--- config.mk ---
export PLATFORM = sky130hd
export DESIGN_NAME = b2oh_stream_flat
export DESIGN_NICKNAME = d
export VERILOG_FILES = /design/src/rtl/b2oh_stream_if.sv /design/src/rtl/b2oh_stream.sv /design/src/flat_wrapper.sv
export SDC_FILE = /design/constraint.sdc
export NUM_CORES = 1
export LEC_CHECK = 0
export BUFFER_PORTS_ARGS = -buffer_cell sky130_fd_sc_hd__buf_2
export CORE_UTILIZATION = 53
export DETAILED_ROUTE_END_ITERATION = 7
export PLACE_DENSITY = 0.78
export SYNTH_ARGS = -nofsm -noshare
export SYNTH_HDL_FRONTEND = slang
export SYNTH_SLANG_ARGS = --single-unit
--- constraint.sdc ---
create_clock -name clk -period 2.6 [get_ports clk]
set_clock_uncertainty 0.05 [all_clocks]
set_input_delay 0 -clock clk [delete_from_list [all_inputs] [get_ports clk]]
set_output_delay 0 -clock clk [all_outputs]
set_load 0.005 [all_outputs]
--- src/rtl/b2oh_stream_if.sv ---
// Valid/ready stream bundle for b2oh_stream: binary code in, positional code out.
// The block is the slave; the control source and the output consumer together form the master.
interface b2oh_stream_if #(
   parameter int IN_W  = 3,
   parameter int OUT_W = 8
);
   logic             in_valid;
   logic             in_ready;
   logic [IN_W-1:0]  datain;
   logic             out_valid;
   logic             out_ready;
   logic [OUT_W-1:0] dataout;
   logic             out_err;

   modport master (
      output in_valid, datain, out_ready,
      input  in_ready, out_valid, dataout, out_err
   );

   modport slave (
      input  in_valid, datain, out_ready,
      output in_ready, out_valid, dataout, out_err
   );
endinterface

--- src/rtl/b2oh_stream.sv ---
// Registered binary to positional-code converter (one-hot, thermometer, active-low one-hot)
// with an autonomous scan mode that walks one active bit at a programmable dwell.
module b2oh_stream #(
   parameter int IN_W    = 3,
   parameter int OUT_W   = 8,
   parameter int DWELL_W = 16
) (
   input  logic               clk,
   input  logic               rst_n,
   input  logic [1:0]         mode,
   input  logic [DWELL_W-1:0] dwell,
   b2oh_stream_if.slave       bus
);
   typedef enum logic [1:0] {
      MODE_ONEHOT   = 2'd0,
      MODE_THERM    = 2'd1,
      MODE_ONEHOT_N = 2'd2,
      MODE_SCAN     = 2'd3
   } mode_e;

   localparam int                POS_W    = (OUT_W > 2) ? $clog2(OUT_W) : 1;
   localparam logic [IN_W:0]     OUT_W_L  = (IN_W+1)'(OUT_W);
   localparam logic [POS_W-1:0]  POS_LAST = POS_W'(OUT_W-1);

   mode_e              mode_in, mode_q;
   logic               out_valid_q, out_valid_d;
   logic [OUT_W-1:0]   dataout_q, dataout_d;
   logic               out_err_q, out_err_d;
   logic [POS_W-1:0]   pos_q, pos_d;
   logic [DWELL_W-1:0] cnt_q, cnt_d, cnt_last;
   logic               slot_free, scan, entry, accept, emit, in_range;
   logic [OUT_W-1:0]   onehot, therm, scan_code;

   assign mode_in      = mode_e'(mode);
   assign scan         = (mode_in == MODE_SCAN);
   assign entry        = scan && (mode_q != MODE_SCAN);
   assign slot_free    = !out_valid_q || bus.out_ready;
   assign bus.in_ready = slot_free && !scan;
   assign accept       = bus.in_valid && bus.in_ready;
   assign in_range     = {1'b0, bus.datain} < OUT_W_L;
   // A dwell of 0 behaves as 1, so the terminal count saturates at 0.
   assign cnt_last     = (dwell == '0) ? '0 : dwell - DWELL_W'(1);
   // >= rather than == lets a shortened dwell take effect on the next free slot.
   assign emit         = scan && !entry && (cnt_q >= cnt_last) && slot_free;

   always_comb begin
      // NOTE: every always_comb output gets a default first so no path can infer a latch.
      onehot    = '0;
      therm     = '0;
      scan_code = '0;
      for (int i = 0; i < OUT_W; i++) begin
         onehot[i]    = (bus.datain == IN_W'(i));
         therm[i]     = in_range && (IN_W'(i) <= bus.datain);
         scan_code[i] = (pos_q == POS_W'(i));
      end
   end

   always_comb begin
      out_valid_d = out_valid_q;
      dataout_d   = dataout_q;
      out_err_d   = out_err_q;
      pos_d       = pos_q;
      cnt_d       = cnt_q;

      if (accept) begin
         out_valid_d = 1'b1;
         out_err_d   = !in_range;
         unique case (mode_in)
            MODE_THERM:    dataout_d = therm;
            MODE_ONEHOT_N: dataout_d = ~onehot;
            default:       dataout_d = onehot;
         endcase
      end else if (emit) begin
         out_valid_d = 1'b1;
         out_err_d   = 1'b0;
         dataout_d   = scan_code;
      end else if (bus.out_ready) begin
         out_valid_d = 1'b0;
      end

      if (entry) begin
         cnt_d = '0;
         pos_d = '0;
      end else if (scan) begin
         if (cnt_q >= cnt_last) begin
            if (slot_free) begin
               cnt_d = '0;
               pos_d = (pos_q == POS_LAST) ? '0 : pos_q + POS_W'(1);
            end
         end else begin
            cnt_d = cnt_q + DWELL_W'(1);
         end
      end
   end

   // NOTE: sequential state uses non-blocking assignments so every register samples pre-edge values.
   always_ff @(posedge clk or negedge rst_n) begin
      if (!rst_n) begin
         mode_q      <= MODE_ONEHOT;
         out_valid_q <= 1'b0;
         dataout_q   <= '0;
         out_err_q   <= 1'b0;
         pos_q       <= '0;
         cnt_q       <= '0;
      end else begin
         mode_q      <= mode_in;
         out_valid_q <= out_valid_d;
         dataout_q   <= dataout_d;
         out_err_q   <= out_err_d;
         pos_q       <= pos_d;
         cnt_q       <= cnt_d;
      end
   end

   assign bus.out_valid = out_valid_q;
   assign bus.dataout   = dataout_q;
   assign bus.out_err   = out_err_q;
endmodule

--- src/flat_wrapper.sv ---
// flat-port wrapper written by rule: the top's interface ports become plain ports
module b2oh_stream_flat 
#(
   parameter int IN_W    = 3,
   parameter int OUT_W   = 8,
   parameter int DWELL_W = 16
)
  (clk, rst_n, mode, dwell, bus_in_valid, bus_datain, bus_out_ready, bus_in_ready, bus_out_valid, bus_dataout, bus_out_err);
  b2oh_stream_if #(.IN_W(IN_W), .OUT_W(OUT_W)) bus_i ();
  input  logic clk;
  input  logic rst_n;
  input  logic [1:0] mode;
  input  logic [DWELL_W-1:0] dwell;
  input wire logic [$bits(bus_i.in_valid)-1:0] bus_in_valid;
  input wire logic [$bits(bus_i.datain)-1:0] bus_datain;
  input wire logic [$bits(bus_i.out_ready)-1:0] bus_out_ready;
  output wire logic [$bits(bus_i.in_ready)-1:0] bus_in_ready;
  output wire logic [$bits(bus_i.out_valid)-1:0] bus_out_valid;
  output wire logic [$bits(bus_i.dataout)-1:0] bus_dataout;
  output wire logic [$bits(bus_i.out_err)-1:0] bus_out_err;
  assign bus_i.in_valid = bus_in_valid;
  assign bus_i.datain = bus_datain;
  assign bus_i.out_ready = bus_out_ready;
  assign bus_in_ready = bus_i.in_ready;
  assign bus_out_valid = bus_i.out_valid;
  assign bus_dataout = bus_i.dataout;
  assign bus_out_err = bus_i.out_err;
  b2oh_stream #(.IN_W(IN_W), .OUT_W(OUT_W), .DWELL_W(DWELL_W)) u_core (.clk(clk), .rst_n(rst_n), .mode(mode), .dwell(dwell), .bus(bus_i));
endmodule
==> out/metrics.yaml <==
synth:
  ys_types: 56
  async_reset_ff_share_pct: 100.0
  synthesis.nets: 374
  post-synth-top-count-cell: "nand2_1"
  ys_seq_elements: 30
  synth_area_per_cell_sq_um: 8.267
  synth_edf_count: 0
  yosys_warnings: 0
  ys.flop_type: "dfrtp_1"
  yosysSeqAreaShare_pct: 28.29
  ys_top_cells_by_count: "43 x nand2_1, 30 x dfrtp_1, 28 x ha_1"
  syn_area_sq_mm: 0.002654
  synth_top_area_share_pct: 28.29
  synth_area_leader_cell: "dfrtp_1"
  synthTopCellsByArea: "dfrtp_1 28%, ha_1 13%, nand2_1 6.1%"
  syn_inst: 321
detailed_routing:
  detail_route.wl_per_cell_um: 17.07
  route.vias.total: 2920
  ant_nets: 0
  drc: 0
  vias_per_cell: 6.033
  drtIter0Drc: 258
  dr.pass1.iters: 5
  routed_wl_um: 8260
worst_setup_path:
  r2r_setup_slack_ps: 10
  cp-end-kind: "flip-flop"
  arrival_ps: 3090
  path_max_fanout: 4
  rr_worst_depth: 8
  r2r_start: "u_core.cnt_q[11]"
  r2r-end: "u_core.bus.dataout[6]"
  endpoint: "u_core.bus.dataout[6]"
  startpoint: "dwell[1]"
  startpoint_type: "input port"
  worstPathRequired_ps: 2730
  critical_path_class: "input port to flip-flop"
place:
  hpwl_um: 4955
  dpl_worst_slack_ps: -620.6
  io_buffers: 34
  gp_congestion: 0.8745
die:
  die-width_um: 72.76
  core_sq_mm: 0.004786
  io_pins: 36
  rows: 25
  die_h_um: 72.76
  dieArea_sq_mm: 0.005294
  initial_core_util_pct: 55.45
sta:
  fin_ws_ps: -365.5
  finalSetupViolations: 28
  fin_crit_sh_pct: 114.1
  worstMarginPinSlew_ps: 688.9
  slew_violations: 0
  finalHoldViolations: 0
  rsz0062_at_grt: "yes"
  fin_crit_ps: 2965
  max_slew_margin_pct: 54.08
  max_freq_mhz: 337.2
global_routing:
  grt_pass1_vias: 2571
  grt_remaining_overflow: 0
  antenna_found_initial: 0
  grt_max_degree: 31
  grt_usage_pct: 28.85
  grt_pass1_wl_um: 11740
clock_network:
  cts.sinks: 30
  cts_root_buf: "clkbuf_8"
  cts_buffers: 5
  cts_tree: "yes"
  max-clock-path-buffers: 2
  cts-htree-levels: 2
  path_clk_slew_ps: 60
  clkLatencyLatePin_ps: 300
status:
  violations: "setup timing"
  outcome: "finished with violations"
layout:
  final_util_pct: 79.76
  drive_above_1_share_pct: 38.85
  finish.net_count: 470
  antenna_cells: 0
  syn2layout_area_growth_pct: 43.85
power_and_ir_drop:
  p_per_area_mw_per_mm2: 362.1
  p_leak_nw: 1.751
  ir_worst_vdd_mv: 0.3695
worst_hold_path:
  hold_path_class: "input port to flip-flop"
run:
  max_cap_viol_count: 0
## where the power goes
| part | switching, W | internal [W] |
|---|---|---|
| Clock | 0.000193 | 0.000179 |
| Combinational | 0.000244 | 0.000231 |
| Sequential | 0.0000286 | 0.000507 |
| Total | 0.000465 | 0.000917 |
## how the worst min path moves through the flow
stage	from	depth (start not counted)	slack, ps	to
after floorplan	rst_n	0	-350	u_core.bus.dataout[0]
after global routing	bus_in_valid	3	80	u_core.bus.dataout[2]
after detailed placement	rst_n	1	30	u_core.bus.out_valid
after CTS	bus_in_valid	3	60	u_core.bus.dataout[2]
final	bus_in_valid	3	70	u_core.bus.dataout[2]
after global placement	rst_n	1	30	u_core.bus.out_valid
## stage by stage
| stage | hold slack (ps) | cell area (sq um) | cells | power, W | TNS, ps |
|---|---|---|---|---|---|
| floorplan | -345.6 | 2731 | 321 | 0.0007446 | -2823 |
| global placement | 30.35 | 3261 | 457 | 0.0008910 | -9915 |
| detailed placement | 28.38 | 3261 | 457 | 0.0009032 | -14030 |
| CTS | 64.43 | 3625 | 477 | 0.001313 | -2890 |
| global route | 82.96 | 3817 | 484 | 0.001444 | -11160 |
| finish | 68.03 | 3817 | 484 | 0.001382 | -8466 |
## final cells by class
cell class / count / area [sq um]
clock inverter: 2 / 10.01
fill: 307 / 968.4
inverter: 19 / 73.82
timing repair buffer: 100 / 735.7
sequential: 30 / 750.7
multi-input combinational: 261 / 2095
clock buffer: 5 / 68.82
tap: 67 / 83.83
## layout by cell type, fill, tap and decap left out, types with 3 or more instances in the layout
cell | synthesis | routed
a21oi_1 | 23 | 18
a21oi_2 | 1 | 5
a221o_1 | 3 | 3
a22o_1 | 3 | 3
a31oi_1 | 7 | 7
and3_1 | 5 | 3
buf_2 | 1 | 30
buf_4 | 2 | 54
buf_6 | 1 | 12
clkbuf_8 | 0 | 5
dfrtp_1 | 30 | 30
dlygate4sd3_1 | 0 | 3
ha_1 | 28 | 22
ha_4 | 0 | 6
inv_1 | 19 | 17
mux2_4 | 2 | 3
nand2_1 | 43 | 41
nand2b_1 | 6 | 5
nand3_1 | 15 | 13
nor2_1 | 18 | 17
nor2b_1 | 3 | 3
nor3_1 | 13 | 7
nor3_2 | 0 | 3
nor3_4 | 0 | 3
o21ai_0 | 14 | 8
o21ai_1 | 1 | 6
o31ai_1 | 9 | 5
o31ai_2 | 0 | 3
or3_1 | 6 | 5
or3_4 | 2 | 3
or4_1 | 5 | 4
xnor2_1 | 8 | 8
xor2_1 | 6 | 6
## flip-flops by register name, indices dropped and copies added, names as in the netlist
name                  count
u_core.cnt_q             16
u_core.bus.dataout        8
u_core.pos_q              3
u_core.mode_q             2
u_core.bus.out_valid      1
## cells by family (layout without fill, tap and decap cells)
group / after synthesis / in the layout / share of synthesized area [%]
xor gates and xnor gates: 14 / 14 / 4.621
buffers and inverters: 31 / 126 / 4.997
muxes: 6 / 6 / 2.735
and+or+nand+nor: 130 / 130 / 25.13
adders and majority gates: 28 / 28 / 13.20
AOI/OAI and AO/OA: 81 / 82 / 20.89
other: 1 / 1 / 0.1413
DFF: 30 / 30 / 28.29
## layer usage
| layer | global-route usage (%) | vias up | wire length [um] |
|---|---|---|---|
| met5 | 0 | - | 0 |
| met4 | 10.02 | 0 | 234 |
| met3 | 4.282 | 33 | 460 |
| met2 | 46.31 | 117 | 3975 |
| met1 | 39.79 | 1414 | 3589 |
| li1 | - | 1356 | - |
## critical path, stage by stage
cell and delay, ps:
buf_2 110, inv_2 70, ha_4 120, nand3b_1 150, nor4_4 320, nand2b_1 140, xnor2_1 190, nand2_1 120
ha_4 300, nand4_4 90, or3_4 420, or3_4 360, buf_6 130, a31oi_4 170, a21oi_2 80, a221o_1 330
## repair_timing
item | in CTS | in global routing
buffers inserted | 9 | 6
gates resized for setup | 36 | 28
hold buffers | 3 | 0
hold endpoints to repair | 32 | 0
cloned | 1 | 1
endpoints found under the setup margin | 27 | 28
pin swaps | 32 | 36
Power figures use the tool's default switching activity.
